--- config.mk ---
export PLATFORM = sky130hd
export DESIGN_NAME = bcd_field_editor_flat
export DESIGN_NICKNAME = d
export VERILOG_FILES = /design/src/rtl/bcd_field_editor_if.sv /design/src/rtl/bcd_field_editor.sv /design/src/flat_wrapper.sv
export SDC_FILE = /design/constraint.sdc
export NUM_CORES = 1
export LEC_CHECK = 0
export CAP_MARGIN = 20
export CORE_ASPECT_RATIO = 0.8
export CORE_UTILIZATION = 35
export DETAILED_ROUTE_END_ITERATION = 7
export DONT_BUFFER_PORTS = 1
export MAX_ROUTING_LAYER = met4
export PLACE_DENSITY = 0.59
export SETUP_SLACK_MARGIN = 0.5
export SYNTH_ARGS = -nofsm -noshare
export SYNTH_HDL_FRONTEND = slang
export SYNTH_SLANG_ARGS = --single-unit
--- constraint.sdc ---
create_clock -name clk -period 6.2 [get_ports clk]
set_clock_uncertainty 0.2 [all_clocks]
set_input_delay 1.24 -clock clk [delete_from_list [all_inputs] [get_ports clk]]
set_output_delay 1.24 -clock clk [all_outputs]
set_load 0.1 [all_outputs]
--- src/rtl/bcd_field_editor_if.sv ---
// Board-side bundle for bcd_field_editor: debounced buttons and mode switch in,
// packed BCD fields and editor status out.
interface bcd_field_editor_if #(
  parameter int N_FIELDS = 9
);
  logic                  BTNP;
  logic                  BTNR;
  logic                  BTNL;
  logic                  BTNU;
  logic                  BTND;
  logic                  CTRL_Switch;
  logic [8*N_FIELDS-1:0] fields_o;
  logic [2:0]            state_o;
  logic [3:0]            field_idx_o;
  logic                  editing_o;
  logic                  commit_o;

  modport master (
    output BTNP, BTNR, BTNL, BTNU, BTND, CTRL_Switch,
    input  fields_o, state_o, field_idx_o, editing_o, commit_o
  );

  modport slave (
    input  BTNP, BTNR, BTNL, BTNU, BTND, CTRL_Switch,
    output fields_o, state_o, field_idx_o, editing_o, commit_o
  );
endinterface

--- src/rtl/bcd_field_editor.sv ---
// Push-button editor for packed BCD fields split into a clock group and a timer group,
// with edge detection, held-button auto-repeat and a one-cycle commit strobe.
module bcd_field_editor #(
  parameter int                    N_FIELDS    = 9,
  parameter int                    SPLIT       = 6,
  parameter logic [8*N_FIELDS-1:0] FIELD_MIN   = {8'h00, 8'h00, 8'h00, 8'h00, 8'h00,
                                                  8'h00, 8'h00, 8'h01, 8'h01},
  parameter logic [8*N_FIELDS-1:0] FIELD_MAX   = {8'h59, 8'h59, 8'h23, 8'h59, 8'h59,
                                                  8'h23, 8'h99, 8'h12, 8'h31},
  parameter logic [8*N_FIELDS-1:0] FIELD_RST   = {8'h00, 8'h00, 8'h00, 8'h00, 8'h00,
                                                  8'h00, 8'h00, 8'h01, 8'h01},
  parameter logic [15:0]           REPEAT_DLY  = 16'd50000,
  parameter logic [15:0]           REPEAT_RATE = 16'd10000
) (
  input  logic              clk,
  input  logic              reset,
  bcd_field_editor_if.slave bus
);

  typedef enum logic [2:0] {
    ST_IDLE   = 3'd0,
    ST_SEL    = 3'd1,
    ST_LOAD   = 3'd2,
    ST_EDIT   = 3'd3,
    ST_COMMIT = 3'd4
  } state_t;

  typedef struct packed {
    logic p;
    logic r;
    logic l;
    logic u;
    logic d;
  } btn_t;

  localparam logic [3:0] GRP0_FIRST = 4'd0;
  localparam logic [3:0] GRP0_LAST  = 4'(SPLIT - 1);
  localparam logic [3:0] GRP1_FIRST = 4'(SPLIT);
  localparam logic [3:0] GRP1_LAST  = 4'(N_FIELDS - 1);

  state_t                   state_q;
  state_t                   state_d;
  btn_t                     btn_q;
  btn_t                     btn_prev;
  btn_t                     evt;
  logic                     grp;
  logic [3:0]               field_idx;
  logic [3:0]               grp_first;
  logic [3:0]               grp_last;
  logic [N_FIELDS-1:0][7:0] fields_q;
  logic [15:0]              rep_cnt;
  logic [15:0]              rep_cnt_d;
  logic                     rep_phase;
  logic                     rep_phase_d;
  logic                     step_en;
  logic                     step_up;
  logic [7:0]               cur_f;
  logic [7:0]               cur_min;
  logic [7:0]               cur_max;
  logic [7:0]               stepped;
  logic                     editing;
  logic                     commit;

  // One BCD increment/decrement with wrap at the field's own bounds.
  function automatic logic [7:0] bcd_step(input logic [7:0] f, input logic [7:0] mn,
                                          input logic [7:0] mx, input logic up);
    logic [7:0] r;
    if (up) begin
      if (f == mx)              r = mn;
      else if (f[3:0] == 4'h9) r = f + 8'h07;
      else                      r = f + 8'h01;
    end else begin
      if (f == mn)              r = mx;
      else if (f[3:0] == 4'h0) r = f - 8'h07;
      else                      r = f - 8'h01;
    end
    return r;
  endfunction

  assign evt       = btn_t'(btn_q & ~btn_prev);
  assign grp_first = grp ? GRP1_FIRST : GRP0_FIRST;
  assign grp_last  = grp ? GRP1_LAST  : GRP0_LAST;

  // FSM state register
  always_ff @(posedge clk or negedge reset) begin
    if (!reset) state_q <= ST_IDLE;
    else        state_q <= state_d;
  end

  // FSM next state
  always_comb begin
    state_d = ST_IDLE;
    case (state_q)
      ST_IDLE:   state_d = evt.p ? ST_SEL : ST_IDLE;
      ST_SEL:    state_d = ST_LOAD;
      ST_LOAD:   state_d = ST_EDIT;
      ST_EDIT:   state_d = evt.p ? ST_COMMIT : ST_EDIT;
      ST_COMMIT: state_d = ST_IDLE;
      default:   state_d = ST_IDLE;
    endcase
  end

  // FSM outputs
  always_comb begin
    editing = (state_q == ST_LOAD) || (state_q == ST_EDIT);
    commit  = (state_q == ST_COMMIT);
  end

  // Step generation: an edge steps at once; a held button steps again REPEAT_DLY
  // cycles after its edge step, then every REPEAT_RATE cycles.
  always_comb begin
    // NOTE: every output of this block gets a default first, so no path can infer a latch.
    step_en     = 1'b0;
    step_up     = btn_q.u;
    rep_cnt_d   = '0;
    rep_phase_d = 1'b0;
    if (state_q == ST_EDIT && !evt.p && !evt.r && !evt.l) begin
      if (btn_q.u && btn_q.d) begin
        step_en = 1'b0;
      end else if (evt.u || evt.d) begin
        step_en   = 1'b1;
        rep_cnt_d = 16'd1;
      end else if (btn_q.u || btn_q.d) begin
        if ((!rep_phase && rep_cnt == REPEAT_DLY) || (rep_phase && rep_cnt == REPEAT_RATE)) begin
          step_en     = 1'b1;
          rep_cnt_d   = 16'd1;
          rep_phase_d = 1'b1;
        end else begin
          rep_cnt_d   = rep_cnt + 16'd1;
          rep_phase_d = rep_phase;
        end
      end
    end
  end

  // Selected field and its bounds
  always_comb begin
    cur_f   = '0;
    cur_min = '0;
    cur_max = '0;
    for (int k = 0; k < N_FIELDS; k++) begin
      if (field_idx == 4'(k)) begin
        cur_f   = fields_q[k];
        cur_min = FIELD_MIN[8*k +: 8];
        cur_max = FIELD_MAX[8*k +: 8];
      end
    end
    stepped = bcd_step(cur_f, cur_min, cur_max, step_up);
  end

  always_ff @(posedge clk or negedge reset) begin
    if (!reset) begin
      btn_q     <= '0;
      btn_prev  <= '0;
      grp       <= 1'b0;
      field_idx <= '0;
      rep_cnt   <= '0;
      rep_phase <= 1'b0;
      // NOTE: the field store is a handful of flops, not a RAM, so it is reset to the
      // load values; an aborted edit must leave known values behind.
      fields_q  <= FIELD_RST;
    end else begin
      // NOTE: non-blocking assignments throughout, so btn_prev takes the old btn_q.
      btn_q     <= '{p: bus.BTNP, r: bus.BTNR, l: bus.BTNL, u: bus.BTNU, d: bus.BTND};
      btn_prev  <= btn_q;
      rep_cnt   <= rep_cnt_d;
      rep_phase <= rep_phase_d;
      case (state_q)
        ST_SEL: begin
          grp       <= bus.CTRL_Switch;
          field_idx <= bus.CTRL_Switch ? GRP1_FIRST : GRP0_FIRST;
        end
        ST_LOAD: begin
          for (int k = 0; k < N_FIELDS; k++) begin
            if (grp ? (k >= SPLIT) : (k < SPLIT)) fields_q[k] <= FIELD_RST[8*k +: 8];
          end
        end
        ST_EDIT: begin
          if (!evt.p) begin
            if (evt.r)      field_idx <= (field_idx == grp_last)  ? grp_first : field_idx + 4'd1;
            else if (evt.l) field_idx <= (field_idx == grp_first) ? grp_last  : field_idx - 4'd1;
          end
          if (step_en) begin
            for (int k = 0; k < N_FIELDS; k++) begin
              if (field_idx == 4'(k)) fields_q[k] <= stepped;
            end
          end
        end
        default: ;
      endcase
    end
  end

  assign bus.fields_o    = fields_q;
  assign bus.state_o     = state_q;
  assign bus.field_idx_o = field_idx;
  assign bus.editing_o   = editing;
  assign bus.commit_o    = commit;

endmodule

--- src/flat_wrapper.sv ---
// flat-port wrapper written by rule: the top's interface ports become plain ports
module bcd_field_editor_flat 
#(
  parameter int                    N_FIELDS    = 9,
  parameter int                    SPLIT       = 6,
  parameter logic [8*N_FIELDS-1:0] FIELD_MIN   = {8'h00, 8'h00, 8'h00, 8'h00, 8'h00,
                                                  8'h00, 8'h00, 8'h01, 8'h01},
  parameter logic [8*N_FIELDS-1:0] FIELD_MAX   = {8'h59, 8'h59, 8'h23, 8'h59, 8'h59,
                                                  8'h23, 8'h99, 8'h12, 8'h31},
  parameter logic [8*N_FIELDS-1:0] FIELD_RST   = {8'h00, 8'h00, 8'h00, 8'h00, 8'h00,
                                                  8'h00, 8'h00, 8'h01, 8'h01},
  parameter logic [15:0]           REPEAT_DLY  = 16'd50000,
  parameter logic [15:0]           REPEAT_RATE = 16'd10000
)
  (clk, reset, bus_BTNP, bus_BTNR, bus_BTNL, bus_BTNU, bus_BTND, bus_CTRL_Switch, bus_fields_o, bus_state_o, bus_field_idx_o, bus_editing_o, bus_commit_o);
  bcd_field_editor_if #(.N_FIELDS(N_FIELDS)) bus_i ();
  input  logic clk;
  input  logic reset;
  input wire logic [$bits(bus_i.BTNP)-1:0] bus_BTNP;
  input wire logic [$bits(bus_i.BTNR)-1:0] bus_BTNR;
  input wire logic [$bits(bus_i.BTNL)-1:0] bus_BTNL;
  input wire logic [$bits(bus_i.BTNU)-1:0] bus_BTNU;
  input wire logic [$bits(bus_i.BTND)-1:0] bus_BTND;
  input wire logic [$bits(bus_i.CTRL_Switch)-1:0] bus_CTRL_Switch;
  output wire logic [$bits(bus_i.fields_o)-1:0] bus_fields_o;
  output wire logic [$bits(bus_i.state_o)-1:0] bus_state_o;
  output wire logic [$bits(bus_i.field_idx_o)-1:0] bus_field_idx_o;
  output wire logic [$bits(bus_i.editing_o)-1:0] bus_editing_o;
  output wire logic [$bits(bus_i.commit_o)-1:0] bus_commit_o;
  assign bus_i.BTNP = bus_BTNP;
  assign bus_i.BTNR = bus_BTNR;
  assign bus_i.BTNL = bus_BTNL;
  assign bus_i.BTNU = bus_BTNU;
  assign bus_i.BTND = bus_BTND;
  assign bus_i.CTRL_Switch = bus_CTRL_Switch;
  assign bus_fields_o = bus_i.fields_o;
  assign bus_state_o = bus_i.state_o;
  assign bus_field_idx_o = bus_i.field_idx_o;
  assign bus_editing_o = bus_i.editing_o;
  assign bus_commit_o = bus_i.commit_o;
  bcd_field_editor #(.N_FIELDS(N_FIELDS), .SPLIT(SPLIT), .FIELD_MIN(FIELD_MIN), .FIELD_MAX(FIELD_MAX), .FIELD_RST(FIELD_RST), .REPEAT_DLY(REPEAT_DLY), .REPEAT_RATE(REPEAT_RATE)) u_core (.clk(clk), .reset(reset), .bus(bus_i));
endmodule
Word-level counts from Yosys, hierarchy flattened:

Index checks and enable logic that the tools add are counted.
Widths: inputs -> output; s select.

* $add $sub $neg: 7
* equal/unequal tests: 34
* muxes and demuxes: 74
* bitwise gates (word level): 2
* reduce and logical (&&, ||, !) cells: 29

Operators by type and width (count)
* $mux 8: 41
* $pmux 72 s2: 1
* $mux 16: 5
* $mux 72: 1
* $reduce_and 4->1: 9
* $mux 4: 6
* $ne 2x2->1 const B: 12
* $add 16x1->16 const B: 1
* $eq 16x14->1 const B: 1
* $eq 16x16->1 const B: 1
* $eq 4x3->1 const B: 4
* $eq 8x8->1: 2
* $mux 1: 13
* $mux 6: 2
* $pmux 3 s4: 1
* $mux 3: 3
* $add 8x1->8 const B: 1
* $add 8x3->8 const B: 1
* $eq 4x2->1 const B: 2
* $eq 4x4->1: 2
* $eq 4x4->1 const B: 2
* $logic_not 4->1: 2
* $pmux 4 s2: 1
* $sub 8x1->8 const B: 1
* other kinds (18): 31

* flip-flop bits (word level): 107
* input bits: 8
* output and inout port bits: 81
* logic and storage cells: 170

Depth between registers and ports, before layout:

Gate-level depths: netlist (run 1).

* depth in word-level cells: 17
* depth in mapped cells: 21
* gate-level depth less buffers: 18

Worst setup path after synthesis (run 1):

OpenSTA, ideal clock, no wires.

* kind: flip-flop to output port
* start point: register u_core.state_q[2], in the netlist u_core.bus.state_o[2]
* end point: output bus_commit_o
* arrival: 3.265 ns
* data required time: 4.760 ns
* path slack: 1.495 ns
* cell stages (with the launch flop): 2
* buffers on the path: 0
* cell sequence: dfrtp_1 nor3b_1

* cells in the longest elaborated chain, start to end: 1

RTL lines
* from (decl): RTL line bcd_field_editor.sv:41 `state_t state_q;`
* from (signal assigned): RTL line bcd_field_editor.sv:87 `else state_q <= state_d;`
* $eq 3x3->1: RTL line bcd_field_editor.sv:106 `commit = (state_q == ST_COMMIT);`
* to (decl): RTL line flat_wrapper.sv:29 `output wire logic [$bits(bus_i.commit_o)-1:0] bus_commit_o;`

Every way passes these cells.

Worst setup path in the final report (run 1):

* start point: register u_core.field_idx[1], in the netlist u_core.bus.field_idx_o[1]
* end point: register u_core.fields_q, in the netlist u_core.bus.fields_o[20]

* cells in the longest elaborated chain, start to end: 17
* elaborated cells between the ends (all ways): 54
* those cells by class: 4 x add/sub; 12 x eq/ne; 35 x mux; 3 x reduce/logical

RTL lines
* from (decl): RTL line bcd_field_editor.sv:47 `logic [3:0] field_idx;`
* from (signal assigned): RTL line bcd_field_editor.sv:171 `field_idx <= bus.CTRL_Switch ? GRP1_FIRST : GRP0_FIRST;`
* from (signal assigned): RTL line bcd_field_editor.sv:180 `if (evt.r) field_idx <= (field_idx == grp_last) ? grp_first : field_idx + 4'd1;`
* from (signal assigned): RTL line bcd_field_editor.sv:181 `else if (evt.l) field_idx <= (field_idx == grp_first) ? grp_last : field_idx - 4'd1;`
* $logic_not 4->1: RTL line bcd_field_editor.sv:142 `if (field_idx == 4'(k)) begin`
* $mux 8 (9 in series): RTL line bcd_field_editor.sv:142
* $sub 8x1->8, or another cell as far along: RTL line bcd_field_editor.sv:75 `else r = f - 8'h01;`
* $mux 8, on equally long branches: RTL line bcd_field_editor.sv:74, bcd_field_editor.sv:70
* $mux 8, on equally long branches: RTL line bcd_field_editor.sv:73, bcd_field_editor.sv:69
* $mux 8: RTL line bcd_field_editor.sv:68 `if (up) begin`
* $mux 8: RTL line bcd_field_editor.sv:185 `if (field_idx == 4'(k)) fields_q[k] <= stepped;`
* $mux 72: RTL line bcd_field_editor.sv:183 `if (step_en) begin`
* $pmux 72 s2: RTL line bcd_field_editor.sv:168 `case (state_q)`
* to (signal, indexed assignment): RTL line bcd_field_editor.sv:175 `if (grp ? (k >= SPLIT) : (k < SPLIT)) fields_q[k] <= FIELD_RST[8*k +: 8];`
* to (signal, indexed assignment): RTL line bcd_field_editor.sv:185
* to (decl): RTL line bcd_field_editor.sv:50 `logic [N_FIELDS-1:0][7:0] fields_q;`

Several ways; a longest one is shown, not always the timed one. The select of a mux whose other input is x is not followed.
A chain may end at the register's enable or synchronous reset.

==> out/summary.txt, run 1 <==
Worst-Margin Slew -> 1090 ps
GRT Util Overall -> 0.242
Placement Rows -> 43
Area growth syn-to-layout -> 8.93%
sequential element share of the synthesized area -> 0.419
Core ar. -> 17,600 µm²
Port Buffers -> 0
CP max FO -> 22
Top Ports -> 89
fin crit share -> 0.840
Synth top area share -> 0.411
cts repair resizes -> 0
RSZ-0062 raised after global routing -> no
Syn Std Cell Area -> 6390 µm²
die footprint -> 18,800 µm²
CTS root buffer -> clkbuf_16
Mapped Avg Cell Area -> 8.80 µm²
Final ANT Viol Nets -> 0
count leader, synth -> dfrtp_1
WP data required -> 6210 ps
wire length after detailed routing -> 21,700 µm
outcome -> finished, final reports clean
CTS Hold Bufs -> 0
Setup Buffers After CTS -> 0
top post-synthesis cells by area -> dfrtp_1 (41%), nand2_1 (5.6%), o21ai_0 (5.6%), a21oi_1 (3.7%), mux2_2 (3.2%)
final slew viol count -> 0
flop-to-flop setup slack -> 990 ps
DR pass1 iterations -> 5
TritonCTS clock tree -> built
FILL cells -> 1,764
share of cells above drive strength 1 -> 0.118
Synth top cells by count -> dfrtp_1 (105), nand2_1 (95), o21ai_0 (71), a21oi_1 (47), nor2_1 (47)
EDFF count, synth -> 0
initial antenna violation count -> 0
Cell Count Post-Placement -> 930
Yosys cell types -> 75
clk_lat worst skew -> 360 ps
Num CTS Buffers -> 9
Die Wd -> 153 µm
Setup-failing EPs final -> 0
DPL Wire Length -> 16,000 µm
Initial Utilization -> 0.363
number of DRC markers in iteration 0 -> 702
Hold Vio Cnt, Final -> 0
Seq cells post-synth -> 107
final std cells w/o fill -> 947
final setup TNS -> 0 ps
first-pass GRT wire length -> 32,800 µm
number of global-route vias before repair -> 5,108
synth warn -> 0
Longest Clk Path Bufs -> 2
DRC -> 0
Clock Pin Slew Worst Setup and Hold Paths -> 80 ps
clock sinks -> 107
Vias/cell -> 5.96
via count -> 5,648
Post-synth ARST share -> 1.00
Min-Delay Path Class -> flip-flop to flip-flop
Most used DFF post-synth -> dfrtp_1
largest net degree at the start of global routing -> 108
Avg WL per Cell -> 22.9 µm
Rel. slew slack -> 0.276
total grt overflow -> 0
Max Cap Viol -> 0
final net count -> 736
Critical Path End Type -> flip-flop
Ant. Diodes -> 0
Syn Inst Count -> 726
RePlAce Congestion -> 0.996
CP arrival -> 5220 ps
Syn Nets -> 745
Period minus WS final -> 5210 ps
Fmax achieved -> 192 MHz
htree depth -> 3
startpoint types -> flip-flop
die height -> 123 µm
post-synth top area cell -> dfrtp_1
CP Class -> flip-flop to flip-flop
## kinds of logic (layout without fill, tap and decap cells)
kind of cell,count (synthesis),after routing,synth area share
and+or+nand+nor,284,284,0.222
DFF,107,107,0.419
xor gates and xnor gates,22,22,0.0301
adders and majority gates,11,11,0.0227
muxes,24,24,0.0411
AOI/OAI and AO/OA,209,209,0.212
buffers and inverters,69,65,0.0521
## routing by layer
layer / share of wire / global-route usage / routed length (µm) / vias up
met3: 0.096 / 0.0823 / 2080 / 39
met4: 0.020 / 0.0625 / 426 / 0
met1: 0.48 / 0.347 / 10400 / 2775
li1: - / - / - / 2587
met5: 0 / - / 0 / -
met2: 0.40 / 0.319 / 8730 / 247
## per-stage QoR
step,util,hold WS [ps],setup WS [ps],area (µm²)
after detailed placement,0.377,173,928,6640
after CTS,0.394,191,914,6930
after global placement,0.377,174,1090,6640
after global routing,0.396,204,651,6960
final,0.396,186,992,6960
after floorplan,-,154,1490,6390
## placed cells by master, fill, tap and decap left out, types with 7 or more instances in the layout
cell and n:
clkbuf_16 10, buf_4 22, nor3_1 15, a21oi_1 47, mux2_2 18, ha_1 10
nand2b_1 7, nand3_1 39, o21ai_0 71, o31ai_1 7, o21ai_1 13, xor2_1 10
inv_1 24, nand2_1 95, xnor2_1 12, nor2b_1 13, nor2_1 47, and3_1 12
dfrtp_1 103, or3_1 10
## final timing paths
kind	startpoint	endpoint	cells after the start
worst max-delay path	u_core.bus.field_idx_o[1]	u_core.bus.fields_o[20]	18
worst max register to register	u_core.bus.field_idx_o[1]	u_core.bus.fields_o[20]	18
worst min-delay path	u_core.btn_q[2]	u_core.btn_prev[2]	0
max in group asynchronous	reset	u_core.bus.fields_o[8]	0
min in group asynchronous	reset	u_core.bus.fields_o[65]	0
worst min register to register	u_core.btn_q[2]	u_core.btn_prev[2]	0
## state kept, by name, indices dropped and copies added (netlist names), 3 cells and up
register and count:
u_core.btn_prev 5, u_core.btn_q 4, u_core.bus.fields_o 72, u_core.bus.state_o 3, u_core.rep_cnt 16, u_core.bus.field_idx_o 4
## layout make-up
| cell class | count | area (µm²) | share of cell area |
|---|---|---|---|
| Multi-Input combinational cell | 550 | 3390 | 0.486 |
| Clock inverter | 6 | 66.3 | 0.00953 |
| Tap cell | 225 | 282 | 0.0404 |
| Inverter | 25 | 98.8 | 0.0142 |
| Timing Repair Buffer | 24 | 218 | 0.0313 |
| Sequential cell | 107 | 2680 | 0.385 |
| Clock buffer | 10 | 229 | 0.0329 |
## critical path: stages (launching register included)
cell and delay (ps):
dfrtp_1 480, inv_1 190, ha_1 740, buf_4 330, nand2_1 80, o21ai_0 350
a221oi_1 190, o21ai_2 530, nor3_4 80, nand2_1 130, inv_1 60, fa_1 400
inv_1 70, a21oi_1 100, nand3_1 100, a21oi_1 70, mux2_2 320, a31oi_4 460
o21ai_0 180
Power of run 1 is left out: the tool's default activity adds up to more than one toggle a clock period on the data nets, which glitch-free logic cannot reach.
==> inputs of run 2 (changes only) <==
Settings changed: ABC_AREA set to 1, PLACE_DENSITY 0.59 to 0.61.
Clock period 6.2 ns to 4.2 ns, I/O delays scaled along.
==> out/summary.txt, run 2 <==
outcome -> finished, final reports clean
Syn Inst Count -> 938
Final ANT Viol Nets -> 0
Yosys cell types -> 49
fin crit share -> 0.860
Top Ports -> 89
Mapped Avg Cell Area -> 7.19 µm²
number of DRC markers in iteration 0 -> 686
GRT Util Overall -> 0.241
Initial Utilization -> 0.356
die height -> 126 µm
worst setup margin -> 590 ps
Core ar. -> 18,900 µm²
Synth top area share -> 0.390
CP Class -> flip-flop to flip-flop
Area after DPL -> 7710 µm²
Die Wd -> 157 µm
Ant. Diodes -> 0
startpoint types -> flip-flop
largest net degree at the start of global routing -> 106
FILL cells -> 1,923
final setup TNS -> 0 ps
Vias/cell -> 5.11
Synth top cells by count -> nand2_1 (298), nand3_1 (109), inv_1 (108), dfrtp_1 (105), nor2_1 (72)
Most used DFF post-synth -> dfrtp_1
Fmax achieved -> 277 MHz
Hold Vio Cnt, Final -> 0
most common cell after layout, fill and taps aside -> nand2_1
number of global-route vias before repair -> 6,199
DRC -> 0
Syn Nets -> 957
clock sinks -> 107
CP max FO -> 6
RSZ-0062 raised after global routing -> yes
die footprint -> 19,800 µm²
Max Cap Viol -> 0
CP arrival -> 3660 ps
Num CTS Buffers -> 9
Seq cells post-synth -> 107
first-pass GRT wire length -> 35,100 µm
Post-synth ARST share -> 1.00
Area growth syn-to-layout -> 27.2%
EDFF count, synth -> 0
htree depth -> 3
Critical Path End Type -> flip-flop
synth warn -> 0
wire length after detailed routing -> 23,000 µm
RePlAce Congestion -> 0.920
Min-Delay Path Class -> input port to async pin
Syn Std Cell Area -> 6740 µm²
worst stage delay on the critical path -> 530 ps
clk_lat worst skew -> 370 ps
final slew viol count -> 0
TritonCTS clock tree -> built
count leader, synth -> nand2_1
sequential element share of the synthesized area -> 0.398
Final Cell Area -> 8570 µm²
Largest register FFs -> 72
final net count -> 1,080
CTS root buffer -> clkbuf_16
Port Buffers -> 0
post-synth top area cell -> dfrtp_1
total grt overflow -> 0
final core utilization -> 0.453
Setup-failing EPs final -> 0
DR pass1 iterations -> 5
WP data required -> 4250 ps
Worst-Margin Slew -> 1080 ps
Avg WL per Cell -> 17.4 µm
DPL Wire Length -> 16,400 µm
critical path's slowest cell -> dfrtp_4
Placement Rows -> 45
top post-synthesis cells by area -> dfrtp_1 (39%), nand2_1 (17%), nand3_1 (8.1%), inv_1 (6.0%), nor2_1 (4.0%)
Place WS -> 198 ps
Longest Clk Path Bufs -> 2
Rel. slew slack -> 0.280
most frequent cells in the layout -> nand2_1 (290), buf_4 (123), dfrtp_1 (101)
via count -> 6,763
initial antenna violation count -> 0
Clock Pin Slew Worst Setup and Hold Paths -> 70 ps
Period minus WS final -> 3610 ps
share of cells above drive strength 1 -> 0.261
-- run 2: worst paths after layout --
check                                               start                      end  slack [ps]  cells past startpoint
max in group asynchronous                           reset  u_core.bus.fields_o[69]        3110                      1
worst max register to register  u_core.bus.field_idx_o[1]  u_core.bus.fields_o[62]         590                     26
worst min-delay path                                reset   u_core.bus.fields_o[0]         120                      0
worst max-delay path            u_core.bus.field_idx_o[1]  u_core.bus.fields_o[62]         590                     26
worst min register to register            u_core.btn_q[3]       u_core.btn_prev[3]         170                      0
min in group clk                          u_core.btn_q[3]       u_core.btn_prev[3]         170                      0
-- run 2: layer usage --
layer,track usage,wire (µm),up-vias
li1,-,-,3284
met1,0.340,10500,3193
met2,0.345,10100,256
met3,0.0564,2040,30
met4,0.0600,340,0
met5,-,0,-
-- run 2: cells by family (layout without fill, tap and decap cells) --
family	after synthesis	after routing	share of synthesized area
flip-flops	107	107	0.398
AO/OA/AOI/OAI	93	93	0.0900
XOR/XNOR	3	3	0.00390
AND/OR/NAND/NOR	589	589	0.406
adder cells (fa/ha/maj)	11	11	0.0215
buffers and inverters	135	263	0.0811
-- run 2: stage by stage --
stage	std cells	hold WS [ps]
CTS	1298	105
finish	1324	118
global placement	1275	158
detailed placement	1275	162
floorplan	938	154
global route	1324	102
-- run 2: worst max-delay path: cells and delay by family, from the launching register on --
family,cells,cell delay (ps)
buffers and inverters,4,320
AOI/OAI and AO/OA,1,210
and+or+nand+nor,19,1670
adders and majority gates,2,570
DFF,1,530
-- run 2: cell type report --
type                    instances  area [µm²]  area share
clock buffers                  10         229      0.0267
clock inverters                 6        70.1     0.00817
inverters                     117         457      0.0533
multi-input cells             696        3750       0.438
flip-flops and latches        107        2690       0.314
well taps                     258         323      0.0376
repair buffers                129        1040       0.122
repair inverters                1        8.76     0.00102
-- run 2: repair_timing --
action,CTS,global route
hold endpoints to repair,105,0
gates resized for setup,18,45
hold buffers,1,0
buffers inserted,6,25
gates cloned,0,1
endpoints found under the setup margin,54,68
pin swaps,4,28
Power of run 2 is left out for the same reason.
